<file path="src/rtl/mem_access_unit_pkg.sv">
// mem_pkg: shared size encodings, FSM states and request legality check for the memory access unit.
package mem_pkg;
  localparam logic [1:0] SZ_BYTE = 2'b00;
  localparam logic [1:0] SZ_HALF = 2'b01;
  localparam logic [1:0] SZ_WORD = 2'b10;
  localparam int LANE_W = 2;
  typedef enum logic [3:0] {
    IDLE, RD_ISSUE, RD_CAPT, WR_WORD, RMW_RD, RMW_CAPT, RMW_WR, ERR, DONE
  } state_e;
  function automatic logic illegal_req(input logic rd, input logic wr, input logic [1:0] size,
                                       input logic [LANE_W-1:0] low);
    return (rd & wr) | (size == 2'b11) | ((size == SZ_HALF) & low[0]) | ((size == SZ_WORD) & (|low));
  endfunction
endpackage

</file>
<file path="src/rtl/mem_access_unit_lane_fmt.sv">
// mem_lane_fmt: little-endian lane extraction with sign/zero extension for loads,
// and lane merge of store data into the old RAM word for sub-word stores.
module mem_lane_fmt
  import mem_pkg::*;
(
  input  logic [31:0]       rdata_i,
  input  logic [15:0]       wdata_i,
  input  logic [1:0]        size_i,
  input  logic [LANE_W-1:0] lane_i,
  input  logic              unsigned_i,
  output logic [31:0]       load_o,
  output logic [31:0]       merge_o
);
  logic [7:0]  b;
  logic [15:0] h;
  always_comb begin
    b = rdata_i[8*lane_i +: 8];
    h = lane_i[1] ? rdata_i[31:16] : rdata_i[15:0];
    load_o = (size_i == SZ_BYTE) ? {{24{~unsigned_i & b[7]}}, b} :
             (size_i == SZ_HALF) ? {{16{~unsigned_i & h[15]}}, h} : rdata_i;
    merge_o = rdata_i;
    if (size_i == SZ_BYTE) merge_o[8*lane_i +: 8] = wdata_i[7:0];
    else if (size_i == SZ_HALF) merge_o[16*lane_i[1] +: 16] = wdata_i;
  end
endmodule

</file>
<file path="src/rtl/mem_access_unit.sv">
// mem_access_unit: MEM-stage load/store responder against a word-wide synchronous RAM,
// with read-modify-write for sub-word stores and stall via req_ready.
module mem_access_unit
  import mem_pkg::*;
#(
  parameter int MEM_AW     = 10,
  parameter int RAM_RD_LAT = 1
) (
  input  logic              Clk,
  input  logic              Rst,
  input  logic              req_valid,
  output logic              req_ready,
  input  logic              MemRead,
  input  logic              MemWrite,
  input  logic [1:0]        MemSize,
  input  logic              MemUnsigned,
  input  logic [31:0]       Address,
  input  logic [31:0]       WriteData,
  output logic              resp_valid,
  output logic [31:0]       ReadData,
  output logic              AddrErr,
  output logic [MEM_AW-1:0] mem_addr,
  output logic              mem_en,
  output logic              mem_we,
  output logic [31:0]       mem_wdata,
  input  logic [31:0]       mem_rdata
);
  state_e              state_q, state_d;
  logic [1:0]          size_q, size_d;
  logic [LANE_W-1:0]   lane_q, lane_d;
  logic                uns_q, uns_d;
  logic [15:0]         wdata_q, wdata_d;
  logic [MEM_AW-1:0]   addr_q, addr_d;
  logic [31:0]         read_data_q, read_data_d;
  logic                resp_valid_q, resp_valid_d;
  logic                addr_err_q, addr_err_d;
  logic                mem_en_q, mem_en_d;
  logic                mem_we_q, mem_we_d;
  logic [MEM_AW-1:0]   mem_addr_q, mem_addr_d;
  logic [31:0]         mem_wdata_q, mem_wdata_d;
  logic [31:0]         loaded, merged;
  logic                accept;
  logic                unused_bits;
  assign unused_bits = (^Address[31:MEM_AW+2]) ^ (RAM_RD_LAT != 1);
  assign req_ready   = (state_q == IDLE);
  assign accept      = req_valid & req_ready & (MemRead | MemWrite);
  mem_lane_fmt u_fmt (
    .rdata_i   (mem_rdata),
    .wdata_i   (wdata_q),
    .size_i    (size_q),
    .lane_i    (lane_q),
    .unsigned_i(uns_q),
    .load_o    (loaded),
    .merge_o   (merged)
  );
  always_comb begin
    state_d = state_q;
    case (state_q)
      IDLE:     if (accept) state_d = illegal_req(MemRead, MemWrite, MemSize, Address[1:0]) ? ERR :
                                      MemRead ? RD_ISSUE : (MemSize == SZ_WORD) ? WR_WORD : RMW_RD;
      RD_ISSUE: state_d = RD_CAPT;
      RD_CAPT:  state_d = DONE;
      WR_WORD:  state_d = DONE;
      RMW_RD:   state_d = RMW_CAPT;
      RMW_CAPT: state_d = RMW_WR;
      RMW_WR:   state_d = DONE;
      default:  state_d = IDLE;
    endcase
    size_d  = accept ? MemSize : size_q;
    lane_d  = accept ? Address[1:0] : lane_q;
    uns_d   = accept ? MemUnsigned : uns_q;
    wdata_d = accept ? WriteData[15:0] : wdata_q;
    addr_d  = accept ? Address[MEM_AW+1:2] : addr_q;
    // RAM port is driven from the state being entered so it is valid for that whole state
    mem_en_d     = state_d inside {RD_ISSUE, WR_WORD, RMW_RD, RMW_WR};
    mem_we_d     = state_d inside {WR_WORD, RMW_WR};
    mem_addr_d   = mem_en_d ? addr_d : '0;
    mem_wdata_d  = (state_d == WR_WORD) ? WriteData : (state_d == RMW_WR) ? merged : '0;
    read_data_d  = (state_d == ERR) ? '0 : (state_q == RD_CAPT) ? loaded : read_data_q;
    resp_valid_d = state_d inside {ERR, DONE};
    addr_err_d   = (state_d == ERR);
  end
  always_ff @(posedge Clk or posedge Rst) begin
    if (Rst) begin
      state_q      <= IDLE;
      size_q       <= '0;
      lane_q       <= '0;
      uns_q        <= 1'b0;
      wdata_q      <= '0;
      addr_q       <= '0;
      read_data_q  <= '0;
      resp_valid_q <= 1'b0;
      addr_err_q   <= 1'b0;
      mem_en_q     <= 1'b0;
      mem_we_q     <= 1'b0;
      mem_addr_q   <= '0;
      mem_wdata_q  <= '0;
    end else begin
      state_q      <= state_d;
      size_q       <= size_d;
      lane_q       <= lane_d;
      uns_q        <= uns_d;
      wdata_q      <= wdata_d;
      addr_q       <= addr_d;
      read_data_q  <= read_data_d;
      resp_valid_q <= resp_valid_d;
      addr_err_q   <= addr_err_d;
      mem_en_q     <= mem_en_d;
      mem_we_q     <= mem_we_d;
      mem_addr_q   <= mem_addr_d;
      mem_wdata_q  <= mem_wdata_d;
    end
  end
  assign resp_valid = resp_valid_q;
  assign ReadData   = read_data_q;
  assign AddrErr    = addr_err_q;
  assign mem_en     = mem_en_q;
  assign mem_we     = mem_we_q;
  assign mem_addr   = mem_addr_q;
  assign mem_wdata  = mem_wdata_q;
endmodule

</file>
<file path="config.mk">
export PLATFORM = sky130hd
export DESIGN_NAME = mem_access_unit
export DESIGN_NICKNAME = d
export VERILOG_FILES = /design/src/rtl/mem_access_unit_pkg.sv /design/src/rtl/mem_access_unit_lane_fmt.sv /design/src/rtl/mem_access_unit.sv
export SDC_FILE = /design/constraint.sdc
export NUM_CORES = 1
export LEC_CHECK = 0
export BUFFER_PORTS_ARGS = -buffer_cell sky130_fd_sc_hd__buf_2
export CORE_UTILIZATION = 40
export DETAILED_ROUTE_END_ITERATION = 8
export GPL_TIMING_DRIVEN = 0
export PLACE_DENSITY = 0.69
export SLEW_MARGIN = 30
export SYNTH_ARGS = -nofsm -noshare
export SYNTH_HDL_FRONTEND = slang
export SYNTH_SLANG_ARGS = --single-unit
</file>
<file path="constraint.sdc">
create_clock -name Clk -period 4.3 [get_ports Clk]
set_input_delay 0.86 -clock Clk [delete_from_list [all_inputs] [get_ports Clk]]
set_output_delay 0.86 -clock Clk [all_outputs]
set_load 0.02 [all_outputs]
</file>
Word level (Yosys, flattened, before mapping)
Cells that the tools add are included.
{ "totals": {"ff_bits": 113, "in_bits": 104, "output_inout_bits": 79, "wordCells": 74} }
{ "op_classes": {"n_addsub": 2, "n_eq_ne": 16, "shift": 5, "mux": 18, "n_bitwise": 12, "n_reduce_logical": 8} }
{ "op_table": {"columns": ["cell", "n"], "rows": [
  ["32-bit 2-to-1 mux", 8],
  ["5-bit negation with 34-bit output", 2],
  ["32-bit bitwise mux", 2],
  ["16-bit by 34-bit variable shift with 32-bit output (first input constant)", 1],
  ["8-bit by 34-bit variable shift with 32-bit output (first input constant)", 1],
  ["16-bit by 34-bit indexed part select with 32-bit output", 1],
  ["8-bit by 34-bit indexed part select with 32-bit output", 1],
  ["32-bit by 6-bit indexed part select with 8-bit output", 1],
  ["4-bit by 3-bit equality test with 1-bit output (second input constant)", 6],
  ["10-bit 2-to-1 mux", 2],
  ["4-bit one-hot mux with 5 select lines", 1],
  ["16-bit 2-to-1 mux", 1],
  ["4-bit by 2-bit equality test with 1-bit output (second input constant)", 3],
  ["3-bit 2-to-1 mux", 3],
  ["4-bit by 1-bit equality test with 1-bit output (second input constant)", 2],
  ["1-bit bitwise AND", 7],
  ["2-bit nonzero test", 3],
  ["2-bit by 1-bit equality test with 1-bit output (second input constant)", 2],
  ["2-bit equality test (second input constant)", 2],
  ["4-bit equality test (second input constant)", 1],
  ["4-bit zero test", 1],
  ["4-bit 2-to-1 mux", 1],
  ["1-bit bitwise OR", 4],
  ["4-bit nonzero test", 1],
  ["4 further kinds", 4]
]} }

Logic depth before layout (Yosys ltp)
Gate-level depths: netlist (run 1).
{ "logic_depth": {"depth_word": 10, "ltp_mapped": 9, "mapped_depth_nobuf": 6} }

By module
A second synthesis (run 1) with hierarchy kept.
{ "unflattened": {"hier_cells": 538, "area_unflattened_um2": 6541.3} }
{ "by_module_without_submodules": {"columns": ["module", "n_inst", "cells_each", "area_each_um2", "seq_area_each_um2"], "rows": [
  ["mem_access_unit", 1, 322, 4819.6, 2827.7],
  ["mem_lane_fmt", 1, 216, 1721.7, 0.0]
]} }

Worst setup path before layout (run 1)
OpenSTA, ideal clock, no wires.
{ "synth_timing": {"kind": "register to register", "startpoint": "reg lane_q[1]", "endpoint": "reg mem_wdata_q[15], in the netlist mem_wdata[15]", "setup_time_ps": 147, "arrival_time_ps": 2127, "required_ps": 4153, "slack_ps": 2026, "stages_incl_launch_ff": 10, "path_buffers": 3, "period_less_slack_ps": 2274, "cell_sequence": "dfrtp_1 -> buf_2 -> clkbuf_1 -> inv_1 -> ha_1 -> nor2b_1 -> and3_1 -> buf_1 -> a222oi_1 -> o22ai_1"} }
{ "synth_between": {"elab_chain_cells": 7, "elab_cells_between_ends": 12, "cone_classes": "add/sub: 2; shift: 4; mux: 6"} }
{ "synth_rtl": {"columns": ["item", "line_no", "rtl"], "rows": [
  ["start, declared", "mem_access_unit.sv:30", "logic [LANE_W-1:0] lane_q, lane_d;"],
  ["start signal, assigned", "mem_access_unit.sv:101", "lane_q <= lane_d;"],
  ["5-bit negation with 34-bit output", "mem_access_unit_lane_fmt.sv:23", "else if (size_i == SZ_HALF) merge_o[16*lane_i[1] +: 16] = wdata_i;"],
  ["16-bit by 34-bit indexed part select with 32-bit output / 16-bit by 34-bit variable shift with 32-bit output (equally long branches)", "mem_access_unit_lane_fmt.sv:23", null],
  ["32-bit bitwise mux", "mem_access_unit_lane_fmt.sv:23", null],
  ["32-bit 2-to-1 mux", "mem_access_unit_lane_fmt.sv:23", null],
  ["32-bit 2-to-1 mux *", "mem_access_unit_lane_fmt.sv:22", "if (size_i == SZ_BYTE) merge_o[8*lane_i +: 8] = wdata_i[7:0];"],
  ["32-bit 2-to-1 mux * (2 in series)", "mem_access_unit.sv:78", "mem_wdata_d = (state_d == WR_WORD) ? WriteData : (state_d == RMW_WR) ? merged : '0;"],
  ["named net mem_wdata_d[15]", "mem_access_unit.sv:40", "logic [31:0] mem_wdata_q, mem_wdata_d;"],
  ["end signal, assigned", "mem_access_unit.sv:111", "mem_wdata_q <= mem_wdata_d;"],
  ["end, declared", "mem_access_unit.sv:40", null]
]} }
The timed path passes the listed nets; every way through them passes the cells marked *.
A chain may end at the register's enable or synchronous reset.

Worst setup path in the final report (run 1)
{ "layout_timing": {"startpoint": "reg lane_q[1]", "endpoint": "reg mem_wdata_q[28], in the netlist mem_wdata[28]"} }
Same word-level chain as after synthesis.

==> flow_metrics.tcl, run 1 <==
set metrics [dict create \
    outcome "completed" \
    startpoint_type "flip-flop" \
    finish.utilization_pct 52.4 \
    netlist_area_um2 5930 \
    hold_ws_ps 477 \
    ir_worst_vdd_mv 0.343 \
    power.switching_mw 2.27 \
    hold_violations 0 \
    ios 183 \
    start_util_pct 41.0 \
    reg2regPathDepth 8 \
    criticalPathCategory "flip-flop to flip-flop" \
    p_int_mw 3.09 \
    grt_pass1_wl_um 31500 \
    worst_slew_pin_slew_ps 917 \
    p_leak_nw 3.82 \
    synthTopCellsByArea "dfrtp_1, nand2_1, o2111ai_1" \
    post-cts-setup-buffers 0 \
    port_buffers 162 \
    top_layer "met4" \
    dpl.hpwl_um 15600 \
    grt_max_degree 59 \
    grt_remaining_overflow 0 \
    drtIter0Drc 570 \
    wl_met1_um 8800 \
    fin_crit_sh_pct 75.5 \
    wire_per_inst_um 21.7 \
    synth-edff-count 0 \
    core-area_um2 14500 \
    fin_crit_ps 3250 \
    fmax_ghz 0.308 \
    diodes 0 \
    dieArea_um2 15300 \
    synthToLayoutAreaGrowth_pct 27.8 \
    dr_wl_met2_um 9620 \
    comb_power_share_pct 43.6 \
    num_rows 44 \
    avgSynthCellArea_um2 10.2 \
    finish.net_count 872 \
    htree_levels 4 \
    wl_met3_um 1700 \
    finalMaxSlewViolations 0 \
    powerDensity_nw_per_um2 708 \
    viasPerCell 5.91 \
    wirelength_um 20800 \
    synth-seq-cells 113 \
    fp.dieH_um 124 \
    die_w_um 124 \
    p_seq_share_pct 31.1 \
    cap_viol_max_count 0 \
    relSlewSlack_pct 38.7 \
    routabilityCongestion 0.975 \
    sw_frac_of_total_pct 42.4 \
    synth_flop_cell "dfrtp_1" \
    critPathArrivalTime_ps 3610 \
    synth.largest_area_cell "dfrtp_1" \
    synth.distinct_cells 58 \
    async_flop_share_pct 100 \
    cts.hold.buffers_added 0 \
    synth_top_area_share_pct 47.7 \
    ant_nets 0 \
    cts_buffers 17 \
    finalClockSkew_ps 9.50 \
    synth-warning-count 0 \
    setup_viol_count_final 0 \
    dpl.cell_count 928 \
    synthCells 581 \
    dr.pass1.iters 5 \
    antenna_found_initial 0 \
    rsz0062_at_grt "false" \
    cts_max_path_buffers 2 \
    min_path_type "primary input to async pin" \
    root_buffer "clkbuf_16" \
    vias 5673 \
    ys_seq_area_share_pct 47.7 \
    post_cts_resized 0 \
    grt_pass1_vias 5596 \
    groute.usage.overall_pct 28.3 \
    syn_nets 690 \
    drive_gt1_share_pct 31.1 \
    cts_tree "yes" \
    clkPwrFrac_pct 25.3 \
    drc 0 \
    required_ps 4670 \
    clk_pin_slew_ps 60 \
    clock_sinks 113 \
    clock_latency_ps 430 \
    endpoint_kind "flip-flop" \
    critPathMaxFanout 10 \
    fin_cells 960 \
]
## layout make-up
cell class	count	area, um^2
fillers	1325	6890
flip-flops and latches	113	2830
multi-input cells	388	2760
repair buffers	163	838
clock buffers	18	439
plain buffers	49	231
well taps	184	230
clock inverters	14	134
inverters	31	121
## routing by layer
| layer | global-route usage [%] | vias to the layer above |
|---|---|---|
| li1 | - | 2571 |
| met1 | 37.2 | 2750 |
| met2 | 44.2 | 304 |
| met3 | 7.05 | 48 |
| met4 | 12.3 | 0 |
| met5 | 0 | - |
## cell usage in the layout (no fill, tap or decap), drive strengths merged, types with 4 or more instances in the layout
cell and count:
a211oi 12, a21boi 11, a21o 12, a21oi 9, a221o 8, a221oi 8, a222oi 8, a22o 9
a22oi 25, a32o 4, a32oi 9, and2 9, and3 7, buf 180, clkbuf 50, clkinv 6
clkinvlp 5, dfrtp 113, ha 5, inv 33, mux2 11, mux4 7, nand2 68, nand2b 15
nor2 21, nor3 9, nor3b 12, o2111ai 25, o21ai 35, o22ai 24
## power groups by stage
| stage | Combinational [mW] | Sequential [mW] | Clock, mW |
|---|---|---|---|
| detailed placement | 2.31 | 1.67 | 0 |
| finish | 2.34 | 1.67 | 1.36 |
| floorplan | 1.40 | 1.81 | 0 |
| global placement | 2.26 | 1.65 | 0 |
| global route | 2.53 | 1.71 | 1.42 |
| CTS | 2.32 | 1.66 | 1.38 |
## state kept, by name, summed over array words and instances, names as in the netlist
register,cells
ReadData,32
mem_wdata,32
wdata_q,16
addr_q,10
mem_addr,10
state_q,4
lane_q,2
size_q,2
AddrErr,1
mem_en,1
mem_we,1
resp_valid,1
uns_q,1
## cell families (layout without fill, tap and decap cells)
| logic type | after synthesis | in the layout | synth area share (%) |
|---|---|---|---|
| compound gates | 211 | 211 | 27.0 |
| fa+ha+maj | 5 | 5 | 1.05 |
| buf+inv | 80 | 275 | 5.86 |
| flops | 113 | 113 | 47.7 |
| mux | 20 | 20 | 5.59 |
| simple gates | 152 | 152 | 12.8 |
## cell usage after synthesis, types with 10 or more instances
library cell / n
dfrtp_1: 113
o2111ai_1: 25
a22oi_1: 25
o22ai_1: 24
inv_1: 31
a21o_1: 12
nand2b_1: 15
clkbuf_1: 31
o21ai_0: 28
nor2_1: 21
buf_2: 10
a211oi_1: 12
nand2_1: 68
nor3b_1: 12
## final timing paths
kind | from | endpoint | slack [ps]
hold reg to reg | wdata_q[8]$_DFFE_PP0N_ | wdata_q[8]$_DFFE_PP0N_ | 480
max in group asynchronous | Rst | ReadData[10]$_DFFE_PP0P_ | 3160
hold / removal | Rst | addr_q[9]$_DFF_PP0_ | 480
setup reg to reg | lane_q[1]$_DFFE_PP0N_ | mem_wdata[28]$_DFF_PP0_ | 1050
setup / recovery | lane_q[1]$_DFFE_PP0N_ | mem_wdata[28]$_DFF_PP0_ | 1050
min in group Clk | wdata_q[8]$_DFFE_PP0N_ | wdata_q[8]$_DFFE_PP0N_ | 480
## stage by stage
stage	area, um^2	setup slack (ps)	setup TNS, ps	power [mW]
detailed placement	7010	1190	0	3.98
CTS	7580	1160	0	5.36
global route	7580	835	0	5.66
global placement	6970	-653	-72800	3.92
floorplan	5930	453	0	3.21
finish	7580	1050	0	5.37
## critical path, cell delays in order, from the launching register on
cell and delay [ps]:
dfrtp_1 470, buf_2 290, clkbuf_1 400, inv_1 300, ha_1 370, nor3b_1 750
a31oi_1 200, o21ai_0 240, a32o_1 170
(Power assumes the default switching activity.)
==> run 2, diff against run 1 <==
--- a/config.mk
+++ b/config.mk
@@ -9,7 +9,7 @@
 export CORE_UTILIZATION = 40
 export DETAILED_ROUTE_END_ITERATION = 8
 export GPL_TIMING_DRIVEN = 0
-export PLACE_DENSITY = 0.69
+export PLACE_DENSITY = 0.71
 export SLEW_MARGIN = 30
 export SYNTH_ARGS = -nofsm -noshare
 export SYNTH_HDL_FRONTEND = slang
==> constraint.sdc (replaced) <==
create_clock -name Clk -period 2.68 [get_ports Clk]
set_input_delay 0.536 -clock Clk [delete_from_list [all_inputs] [get_ports Clk]]
set_output_delay 0.536 -clock Clk [all_outputs]
set_load 0.02 [all_outputs]
==> run 2 against run 1 <==
  * Clock power increased by 56%
  * Sequential share of layout area down 0.24 points
  * Power grew 58%
  * Clock skew down 0.54 ps
  * First-iteration DRC count is 0.18% higher
  * Critical path type unchanged
==> flow_metrics.tcl, run 2 (synthesized netlist as in run 1, its figures left out) <==
set metrics [dict create \
    core-area_um2 14500 \
    fin_cells 961 \
    critPathArrivalTime_ps 2850 \
    drive_gt1_share_pct 31.1 \
    n_fill_cell 1325 \
    drtIter0Drc 571 \
    cap_viol_max_count 0 \
    p_total_mw 8.51 \
    hold_violations 0 \
    finish.net_count 874 \
    viasPerCell 5.88 \
    cts.hold.buffers_added 0 \
    grt_use_met2_pct 40.3 \
    setup_ws_ps 88.1 \
    grt.met3_usage_pct 7.97 \
    relSlewSlack_pct 32.1 \
    dieArea_um2 15300 \
    ios 183 \
    place_worst_setup_slack_ps -256 \
    fp.dieH_um 124 \
    required_ps 2930 \
    routabilityCongestion 0.981 \
    clock_sinks 113 \
    rsz0062_at_grt "false" \
    root_buffer "clkbuf_16" \
    die_w_um 124 \
    grt_pass1_wl_um 29800 \
    clock_latency_ps 420 \
    fin_setup_tns_ps 0 \
    fin_crit_ps 2590 \
    worst_slew_pin_slew_ps 1010 \
    top_usage_layer "met2" \
    dpl.cell_count 931 \
    post-cts-setup-buffers 0 \
    drc 0 \
    synthToLayoutAreaGrowth_pct 28.7 \
    rr_startpoint "lane_q[1]$_DFFE_PP0N_" \
    cts_buffers 17 \
    setup_viol_count_final 0 \
    reg2regPathDepth 8 \
    final_cell_mix "buf_2, dfrtp_1, nand2_1" \
    use_met1_pct 34.2 \
    fmax_ghz 0.386 \
    antenna_found_initial 0 \
    groute.usage.overall_pct 26.9 \
    r2r_slack_ps 90 \
    outcome "completed" \
    endpoint_kind "flip-flop" \
    hold_ws_ps 161 \
    startpoint_type "flip-flop" \
    critPathMaxFanout 19 \
    htree_levels 4 \
    ant_nets 0 \
    dpl.hpwl_um 15000 \
    wire_per_inst_um 20.8 \
    powerDensity_nw_per_um2 1110 \
    final_cell_area_um2 7630 \
    fin_crit_sh_pct 96.7 \
    num_rows 44 \
    port_buffers 162 \
    diodes 0 \
    p_leak_nw 3.85 \
    layout_commonest_cell "buf_2" \
    start_util_pct 41.0 \
    grt_remaining_overflow 0 \
    r2r-end "mem_wdata[8]$_DFF_PP0_" \
    grt_pass1_vias 5422 \
    min_path_type "primary input to async pin" \
    finish.utilization_pct 52.7 \
    dpl_cell_area_um2 7070 \
    wirelength_um 20000 \
    finalClockSkew_ps 8.97 \
    ir_worst_vdd_mv 0.582 \
    cts_max_path_buffers 2 \
    cts_tree "yes" \
    vias 5650 \
    finalMaxSlewViolations 0 \
    dr.pass1.iters 7 \
    criticalPathCategory "flip-flop to flip-flop" \
    clk_pin_slew_ps 50 \
    grt_max_degree 29 \
]
[run 2: cell count changes in the layout (fill, tap and decap cells not counted), sizes merged]
cell,delta
clkbuf,+2
clkinvlp,-1
buf,+3
inv,-3
[run 2: cell type report]
type,instances,area [um^2],area share [%]
Sequential cell,113,2830,37.0
Tap cell,184,230,3.02
Clock inverter,10,86.3,1.13
Timing Repair Buffer,166,906,11.9
Clock buffer,21,470,6.16
Buffer,48,230,3.02
Inverter,31,120,1.57
Multi-Input combinational cell,388,2760,36.2
[run 2: timing repair]
action,CTS,global route
hold endpoints to repair,0,0
gates resized for setup,1,2
setup endpoints to repair,31,18
[run 2: report_power, final]
group	total [mW]	internal (mW)	leakage, nW	switching (mW)
clock	2.12	1.33	0.270	0.790
sequential	2.66	2.25	1.48	0.412
combinational	3.73	1.42	2.10	2.30
[run 2: routing by layer]
metal / wire length (um) / part of all wire [%] / up-vias
met5: 0 / 0 / -
met4: 864 / 4.3 / 0
met3: 1870 / 9.3 / 63
met2: 8910 / 45 / 297
met1: 8370 / 42 / 2735
li1: - / - / 2555
[run 2: worst max-delay path: stages (launching register included)]
cell and delay (ps):
dfrtp_1 450, buf_4 290, inv_1 220, ha_1 370, nor2b_1 170, and3_1 180, buf_1 200, a222oi_1 420
o22ai_1 130
[run 2: worst max path at each step]
stage,from,end,slack [ps]
after floorplan,lane_q[1]$_DFFE_PP0N_,mem_wdata[15]$_DFF_PP0_,410
after global placement,lane_q[1]$_DFFE_PP0N_,mem_wdata[30]$_DFF_PP0_,-300
after detailed placement,lane_q[1]$_DFFE_PP0N_,mem_wdata[28]$_DFF_PP0_,-260
after CTS,lane_q[1]$_DFFE_PP0N_,mem_wdata[8]$_DFF_PP0_,7
after global routing,lane_q[1]$_DFFE_PP0N_,mem_wdata[8]$_DFF_PP0_,6
final,lane_q[1]$_DFFE_PP0N_,mem_wdata[8]$_DFF_PP0_,90
==> run 3, diff against run 2 <==
--- a/config.mk
+++ b/config.mk
@@ -5,7 +5,7 @@
 export SDC_FILE = /design/constraint.sdc
 export NUM_CORES = 1
 export LEC_CHECK = 0
-export BUFFER_PORTS_ARGS = -buffer_cell sky130_fd_sc_hd__buf_2
+export BUFFER_PORTS_ARGS = -buffer_cell sky130_fd_sc_hd__buf_4
 export CORE_UTILIZATION = 40
 export DETAILED_ROUTE_END_ITERATION = 8
 export GPL_TIMING_DRIVEN = 0
==> run 3 against run 2 <==
  * Sequential share of layout area is 2.2 points lower
  * Largest cell class unchanged
  * Cell area is 6.4% higher
  * Highest routed layer unchanged
  * Register-to-register slack hardly changed
  * Final cell count stayed put
  * Wire length is 4.7% higher
  * Global-route usage is 1.3 points higher
  * Clock power is 15% higher
==> flow_metrics.tcl, run 3 (synthesized netlist as in run 1, its figures left out) <==
set metrics [dict create \
    synthToLayoutAreaGrowth_pct 36.8 \
    multi_input_area_um2 2770 \
    wire_per_inst_um 21.8 \
    rr_startpoint "lane_q[1]$_DFFE_PP0N_" \
    finalClockSkew_ps 8.86 \
    cts.hold.buffers_added 0 \
    grt_pass1_wl_um 31400 \
    n_fill_cell 1314 \
    clock_sinks 113 \
    critPathArrivalTime_ps 2850 \
    worst_slew_pin_slew_ps 964 \
    reg2regPathDepth 8 \
    fin_cells 961 \
    ir_worst_vdd_mv 0.529 \
    vias 5727 \
    relSlewSlack_pct 35.6 \
    port_buffers 162 \
    powerDensity_nw_per_um2 1120 \
    p_seq_share_pct 29.5 \
    post-cts-setup-buffers 0 \
    fp.dieH_um 124 \
    r2r_slack_ps 80 \
    setup_viol_count_final 0 \
    startpoint_type "flip-flop" \
    routabilityCongestion 0.968 \
    cts_max_path_buffers 2 \
    drc 0 \
    hold_violations 0 \
    drive_gt1_share_pct 31.4 \
    clkPwrFrac_pct 26.8 \
    cts_tree "yes" \
    htree_levels 4 \
    power.switching_mw 3.62 \
    critPathMaxFanout 19 \
    grt_max_degree 31 \
    groute.usage.overall_pct 28.1 \
    dr.pass1.iters 6 \
    r2r-end "mem_wdata[11]$_DFF_PP0_" \
    post_cts_resized 2 \
    comb_power_share_pct 43.8 \
    core-area_um2 14500 \
    finalMaxSlewViolations 0 \
    drtIter0Drc 507 \
    fin_crit_ps 2600 \
    root_buffer "clkbuf_16" \
    required_ps 2930 \
    die_w_um 124 \
    dpl.cell_count 931 \
    wirelength_um 21000 \
    p_int_mw 5.47 \
    endpoint_kind "flip-flop" \
    ff_latch_area_um2 2830 \
    final_cell_mix "buf_4, dfrtp_1, nand2_1" \
    ant_nets 0 \
    fin_crit_sh_pct 96.9 \
    cap_viol_max_count 0 \
    ios 183 \
    diodes 0 \
    sw_frac_of_total_pct 39.8 \
    antenna_found_initial 0 \
    p_total_mw 9.10 \
    cts_buffers 17 \
    num_rows 44 \
    start_util_pct 41.0 \
    dpl.hpwl_um 15800 \
    p_leak_nw 3.96 \
    clock_latency_ps 420 \
    min_path_type "primary input to async pin" \
    dieArea_um2 15300 \
    outcome "completed" \
    fmax_ghz 0.385 \
    grt_pass1_vias 5653 \
    layout_commonest_cell "buf_4" \
    viasPerCell 5.96 \
    finish.net_count 874 \
    criticalPathCategory "flip-flop to flip-flop" \
    hold_ws_ps 88.0 \
    grt_remaining_overflow 0 \
    clk_pin_slew_ps 60 \
]
## run 3: changes by cell type in the layout (fill, tap and decap cells not counted), moves of 2 or more
cell | previous run | this run
buf_2 | 171 | 9
buf_4 | 2 | 163
clkinv_2 | 5 | 1
bufinv_16 | 1 | 4
clkinv_4 | 1 | 3
## run 3: area by class of cell
type                       instances  area share, %
buffer                            48           2.88
tap                              184           2.84
inverter                          31           1.48
multi-input combinational        388           34.1
sequential                       113           34.8
timing repair buffer             166           16.1
clock buffer                      19           5.58
clock inverter                    12           2.25
## run 3: stage by stage
step                      area [um^2]  util, %  worst slack, ps  TNS, ps
after detailed placement         7470     51.6             -368    -6560
final                            8120     56.1             83.8        0
after global routing             8120     56.1            -3.71    -3.71
after global placement           7380     51.0             -341    -7060
after CTS                        8110     56.0              109        0
after floorplan                  5940        -              406        0
## run 3: worst max-delay path: stages (launching register included)
cell,delay [ps]
dfrtp_1,500
buf_6,250
inv_1,230
ha_1,380
nor2b_1,160
and3_1,180
buf_1,200
a222oi_1,390
o22ai_1,130
## run 3: power groups by stage
| stage | logic [mW] | clock network (mW) | registers [mW] |
|---|---|---|---|
| floorplan | 2.25 | 0 | 2.90 |
| global placement | 3.84 | 0 | 2.68 |
| detailed placement | 3.91 | 0 | 2.69 |
| CTS | 3.94 | 2.46 | 2.67 |
| global route | 4.30 | 2.53 | 2.74 |
| finish | 3.98 | 2.43 | 2.68 |
## run 3: worst max-delay path by stage
| stage | slack, ps | endpoint | from |
|---|---|---|---|
| final | 80 | mem_wdata[11]$_DFF_PP0_ | lane_q[1]$_DFFE_PP0N_ |
| after CTS | 110 | mem_wdata[8]$_DFF_PP0_ | lane_q[1]$_DFFE_PP0N_ |
| after detailed placement | -370 | mem_wdata[26]$_DFF_PP0_ | lane_q[1]$_DFFE_PP0N_ |
| after global routing | -4 | mem_wdata[15]$_DFF_PP0_ | lane_q[1]$_DFFE_PP0N_ |
| after floorplan | 410 | mem_wdata[15]$_DFF_PP0_ | lane_q[1]$_DFFE_PP0N_ |
| after global placement | -340 | mem_wdata[30]$_DFF_PP0_ | lane_q[1]$_DFFE_PP0N_ |
## run 3: per-layer routing
layer | global-route usage, % | routed length (um)
met5 | 0 | 0
met4 | 12.3 | 566
met3 | 7.46 | 1660
met2 | 43.9 | 9850
met1 | 36.7 | 8880
